File: src/rtl/guess_pkg.sv
// Shared types and constants for the guessing-game scorekeeper.
// Holds the round FSM states, seven-segment glyphs and digit enables.
package guess_pkg;

    typedef enum logic [0:0] {
        IDLE = 1'b0,
        HOLD = 1'b1
    } score_state_t;

    // Segment order {g,f,e,d,c,b,a}, active-low
    localparam logic [6:0] SEG_0     = 7'b1000000;
    localparam logic [6:0] SEG_1     = 7'b1111001;
    localparam logic [6:0] SEG_2     = 7'b0100100;
    localparam logic [6:0] SEG_3     = 7'b0110000;
    localparam logic [6:0] SEG_4     = 7'b0011001;
    localparam logic [6:0] SEG_5     = 7'b0010010;
    localparam logic [6:0] SEG_6     = 7'b0000010;
    localparam logic [6:0] SEG_7     = 7'b1111000;
    localparam logic [6:0] SEG_8     = 7'b0000000;
    localparam logic [6:0] SEG_9     = 7'b0010000;
    localparam logic [6:0] SEG_BLANK = 7'b1111111;

    localparam logic [3:0] AN_D0 = 4'b1110;
    localparam logic [3:0] AN_D1 = 4'b1101;
    localparam logic [3:0] AN_D2 = 4'b1011;
    localparam logic [3:0] AN_D3 = 4'b0111;

    function automatic logic [6:0] seg_glyph(input logic [3:0] digit);
        logic [6:0] glyph;
        glyph = SEG_BLANK;
        case (digit)
            4'd0:    glyph = SEG_0;
            4'd1:    glyph = SEG_1;
            4'd2:    glyph = SEG_2;
            4'd3:    glyph = SEG_3;
            4'd4:    glyph = SEG_4;
            4'd5:    glyph = SEG_5;
            4'd6:    glyph = SEG_6;
            4'd7:    glyph = SEG_7;
            4'd8:    glyph = SEG_8;
            4'd9:    glyph = SEG_9;
            default: glyph = SEG_BLANK;
        endcase
        return glyph;
    endfunction

endpackage

File: src/rtl/bcd_counter2.sv
// Two-digit BCD counter 00..99, saturating at 99; result registered, 1-cycle latency.
// No backpressure: clr wins over a same-cycle inc.
module bcd_counter2 (
    input  logic       clk,
    input  logic       rst,
    input  logic       clr,
    input  logic       inc,
    output logic [7:0] q
);

    logic [3:0] ones_q, ones_d;
    logic [3:0] tens_q, tens_d;
    logic       at_max;

    assign at_max = (tens_q == 4'd9) && (ones_q == 4'd9);

    always_comb begin
        ones_d = ones_q;
        tens_d = tens_q;
        if (clr) begin
            ones_d = 4'd0;
            tens_d = 4'd0;
        end else if (inc && !at_max) begin
            if (ones_q == 4'd9) begin
                ones_d = 4'd0;
                tens_d = tens_q + 4'd1;
            end else begin
                ones_d = ones_q + 4'd1;
            end
        end
    end

    always_ff @(posedge clk or posedge rst) begin
        if (rst) begin
            ones_q <= 4'd0;
            tens_q <= 4'd0;
        end else begin
            ones_q <= ones_d;
            tens_q <= tens_d;
        end
    end

    assign q = {tens_q, ones_q};

endmodule

File: src/rtl/guess_score.sv
// Win/loss scorekeeper with 4-digit multiplexed display; tallies 1 cycle, display 1 further cycle.
// No backpressure: one count per flag assertion, flags held for any length are counted once.
module guess_score
    import guess_pkg::*;
#(
    parameter int REFRESH_DIV = 100000
) (
    input  logic       clk,
    input  logic       rst,
    input  logic       win,
    input  logic       lose,
    input  logic       clr,
    output logic [7:0] win_bcd,
    output logic [7:0] lose_bcd,
    output logic [3:0] an,
    output logic [6:0] seg
);

    localparam int DIV_W = (REFRESH_DIV > 2) ? $clog2(REFRESH_DIV) : 1;
    localparam logic [DIV_W-1:0] DIV_LAST = DIV_W'(REFRESH_DIV - 1);

    score_state_t     state_q, state_d;
    logic             win_inc, lose_inc;
    logic [DIV_W-1:0] div_q, div_d;
    logic [1:0]       dig_q, dig_d;
    logic [3:0]       an_q, an_d;
    logic [6:0]       seg_q, seg_d;
    logic [3:0]       nib;

    // Round FSM: count on entry to HOLD, rearm only once both flags drop
    always_comb begin
        state_d  = state_q;
        win_inc  = 1'b0;
        lose_inc = 1'b0;
        case (state_q)
            IDLE: begin
                if (win && !lose) begin
                    win_inc = 1'b1;
                    state_d = HOLD;
                end else if (lose && !win) begin
                    lose_inc = 1'b1;
                    state_d  = HOLD;
                end
            end
            HOLD: begin
                if (!win && !lose) begin
                    state_d = IDLE;
                end
            end
            default: state_d = IDLE;
        endcase
        if (clr) begin
            state_d = IDLE;
        end
    end

    always_ff @(posedge clk or posedge rst) begin
        if (rst) begin
            state_q <= IDLE;
        end else begin
            state_q <= state_d;
        end
    end

    bcd_counter2 u_win_cnt (
        .clk (clk),
        .rst (rst),
        .clr (clr),
        .inc (win_inc),
        .q   (win_bcd)
    );

    bcd_counter2 u_lose_cnt (
        .clk (clk),
        .rst (rst),
        .clr (clr),
        .inc (lose_inc),
        .q   (lose_bcd)
    );

    // Scan: an/seg are loaded for the digit that will be active after this edge
    always_comb begin
        div_d = div_q + DIV_W'(1);
        dig_d = dig_q;
        if (div_q == DIV_LAST) begin
            div_d = '0;
            dig_d = dig_q + 2'd1;
        end
        an_d = AN_D0;
        nib  = win_bcd[3:0];
        case (dig_d)
            2'd0: begin an_d = AN_D0; nib = win_bcd[3:0];  end
            2'd1: begin an_d = AN_D1; nib = win_bcd[7:4];  end
            2'd2: begin an_d = AN_D2; nib = lose_bcd[3:0]; end
            2'd3: begin an_d = AN_D3; nib = lose_bcd[7:4]; end
            default: begin an_d = AN_D0; nib = win_bcd[3:0]; end
        endcase
        seg_d = seg_glyph(nib);
    end

    always_ff @(posedge clk or posedge rst) begin
        if (rst) begin
            div_q <= '0;
            dig_q <= 2'd0;
            an_q  <= AN_D0;
            seg_q <= SEG_0;
        end else begin
            div_q <= div_d;
            dig_q <= dig_d;
            an_q  <= an_d;
            seg_q <= seg_d;
        end
    end

    assign an  = an_q;
    assign seg = seg_q;

endmodule

File: config.mk
export PLATFORM = sky130hd
export DESIGN_NAME = guess_score
export DESIGN_NICKNAME = d
export VERILOG_FILES = /design/src/rtl/guess_pkg.sv /design/src/rtl/bcd_counter2.sv /design/src/rtl/guess_score.sv
export SDC_FILE = /design/constraint.sdc
export NUM_CORES = 1
export LEC_CHECK = 0
export BUFFER_PORTS_ARGS = -buffer_cell sky130_fd_sc_hd__buf_2
export CAP_MARGIN = 10
export CORE_MARGIN = 2
export CORE_UTILIZATION = 35
export CTS_BUF_LIST = sky130_fd_sc_hd__clkbuf_4 sky130_fd_sc_hd__clkbuf_8
export DETAILED_ROUTE_END_ITERATION = 10
export SLEW_MARGIN = 40
export SYNTH_ARGS = -nofsm -noshare
export SYNTH_HDL_FRONTEND = slang
export SYNTH_SLANG_ARGS = --single-unit
export TNS_END_PERCENT = 10
File: constraint.sdc
create_clock -name clk -period 2.6 [get_ports clk]
set_input_delay 0.26 -clock clk [delete_from_list [all_inputs] [get_ports clk]]
set_output_delay 0.26 -clock clk [all_outputs]
set_load 0.02 [all_outputs]
==> results.md <==
- Gr ovfl total: 0
- Total nets after synthesis: 287
- NumNets Final: 332
- Dpl ws: 0.0877 ns
- Dominant synthesized flop cell: dfrtp_1
- Standard cell core area: 0.00761 mm²
- Critical Path Source Type: register
- Buffer cell driving the clock tree root: clkbuf_8
- Slew HR: 0.606
- Number of DRC markers after the initial detailed-route iteration: 58
- Kind of path behind the tightest hold check: input pin to asynchronous set/reset pin
- Number of diodes added for antenna fixing: 0
- Number of gates resized after cts: 0
- First-pass GRT wire length: 9120 µm
- FMAX: 410 MHz
- Post-synthesis instance area: 0.00271 mm²
- Initial cell density of the core: 0.357
- Worst hold slack: 0.112 ns
- Clock latency at the later pin of the worst-skew pair: 0.29 ns
- Critical path start-end classification: register to register
- Number of synthesized register bits: 47
- DR DRC count: 0
- Final Routed Wirelength: 5100 µm
- Worst slew pin tran: 0.591 ns
- Ys Warns: 0
- Min setup slack post-route: 0.160 ns
- Post-layout min period: 2.44 ns
- Width of the die: 92.0 µm
- Number of enable flip-flop cells after synthesis: 0
- Leakage dissipation: 1.53 nW
- # fillers: 768
- Fraction of final layout cells with drive strength greater than 1: 0.249
- Area Overhead vs Synth: 15.5%
- Slack of the worst reg-to-reg path: 0.16 ns
- Number of nets with antenna violations after detailed routing: 0
- Clock-pin slew on the worst setup and hold paths: 0.09 ns
- CP arrival: 2.62 ns
- Syn Inst Count: 267
- Share of flip-flops with an asynchronous set or reset: 1.00
- Max-cap check violation count: 0
- Worst Path Max Fanout: 14
- Mean routed wirelength per cell: 12.3 µm
- # rows: 32
- Launching point of the worst reg2reg path: div_q[1]
- Vias in the first global route: 1,996
- Syn_area_per_cell: 10.2 µm²
- Total GRT Usage: 0.132
- Max-slew violation total from the final report: 0
- Pin count of the biggest net entering global routing: 48
- I/O Pins: 32
- Final critical-path share of the clock period: 0.939
- Floorplan die area: 0.00847 mm²
- Count of input and output buffers: 31
- Depth of the most critical reg-to-reg path: 9
- GP Congestion: 0.763
- Total number of vias: 1,976
- Final total negative setup slack: 0 ns
- Clock Sinks: 47
- Most frequent standard cell in the layout excluding fill and tap cells: dfrtp_1
- CTS HTree Levels: 2
- CTS tree: built
- Routed vias/inst: 4.76
- HPWL after detailed placement: 3780 µm
- TritonCTS Buffers: 5
- Worst clock skew: 0.00932 ns
- Worst r2r dst: seg[3]
- Share of the yosys chip area belonging to registers: 0.435
- Run status: finished clean
- Worst endpoint required time: 2.78 ns
- Y dimension of the die: 92.0 µm
- First-pass DRT Iterations: 4
- Number of distinct standard cells referenced by the synthesized netlist: 52
- Top library cells by usage in the layout, fill and taps aside: 43 x dfrtp_1, 33 x nand2_1, 31 x buf_2
- Antenna violations before repair: 0
- Unrepaired setup endpoints after global routing: no
- Critical Path Sink Type: register
- Worst-case clock buffer depth: 2
- Max VDD drop: 0.183 mV
- Power density over the cells: 421 mW/mm²
- # setup viols final: 0
- Total count of hold-check failures in the final report: 0
-- logic make-up after synthesis --
family / share of synthesized area
AO/OA/AOI/OAI: 0.0973
multiplexers: 0.0673
adder cells (fa/ha/maj): 0.0692
flip-flops: 0.435
buffers and inverters: 0.0438
AND/OR/NAND/NOR: 0.222
XOR/XNOR: 0.0646
-- area by class of cell --
class / instances / area [µm²] / share of cell area
Timing Repair Buffer: 45 / 273 / 0.0871
Sequential cell: 47 / 1180 / 0.377
Tap cell: 102 / 128 / 0.0408
Multi-Input combinational cell: 200 / 1410 / 0.451
Inverter: 13 / 48.8 / 0.0156
Clock buffer: 6 / 76.3 / 0.0244
Clock inverter: 2 / 12.5 / 0.00400
-- report_power, final --
part | total [mW] | switching (mW) | internal (mW)
Clock | 0.437 | 0.238 | 0.199
Combinational | 0.118 | 0.0749 | 0.0429
Sequential | 0.764 | 0.0176 | 0.746
-- sequential cells by signal (all words and copies together) (netlist names) --
signal             flops
state_q                1
u_win_cnt.tens_q       4
dig_q                  2
u_lose_cnt.ones_q      4
an                     4
u_lose_cnt.tens_q      4
u_win_cnt.ones_q       4
seg                    7
div_q                 17
-- worst max path at each step --
stage               startpoint     end  slack [ns]  cells after the start
floorplan             div_q[0]  seg[5]        0.08                      9
global placement      div_q[1]  seg[5]        0.17                      8
detailed placement    div_q[1]  seg[5]        0.09                      8
CTS                   div_q[1]  seg[5]        0.07                      8
global route          div_q[1]  seg[5]        0.03                      9
finish                div_q[1]  seg[3]        0.16                      9
-- layer usage --
layer / vias to the layer above / part of all wire / GRT usage
met5: - / 0 / 0
met4: 0 / 0.0053 / 0.0261
met3: 4 / 0.036 / 0.0288
met2: 27 / 0.48 / 0.224
met1: 943 / 0.48 / 0.174
li1: 1002 / - / -
-- worst max-delay path: stages, from the launching register on --
cell and delay [ns]:
dfrtp_1 0.41, ha_1 0.21, and4bb_2 0.26, nand4_4 0.10, buf_12 0.16, mux2_2 0.34, o211ai_1 0.12, inv_1 0.10
ha_1 0.31, a221o_1 0.32
-- synth_stat cells (all sizes together) (5+ instances only) --
cell type	number	share of area
dfrtp	43	0.40
xnor2	9	0.029
o21ai	7	0.013
a21oi	9	0.017
xor2	11	0.036
inv	13	0.018
nand4	6	0.019
nor2	31	0.044
nand2b	5	0.012
ha	15	0.069
mux2i	13	0.048
nand3	9	0.017
nor2b	6	0.014
nand2	33	0.046
-- timing repair --
action                                  4_1_cts  5_1_grt
hold buffers                                  0        0
buffers inserted                              0        1
endpoints found under the setup margin        0        3
endpoints found under the hold margin         0        0
-- stage by stage --
stage / utilization / cell area (µm²) / instances / total power, mW
after floorplan: - / 2710 / 267 / 0.858
after global placement: 0.397 / 3020 / 406 / 0.897
after detailed placement: 0.397 / 3020 / 406 / 0.900
after CTS: 0.409 / 3110 / 414 / 1.34
after global routing: 0.412 / 3130 / 415 / 1.39
final: 0.412 / 3130 / 415 / 1.32
Power figures use the tool's default switching activity.
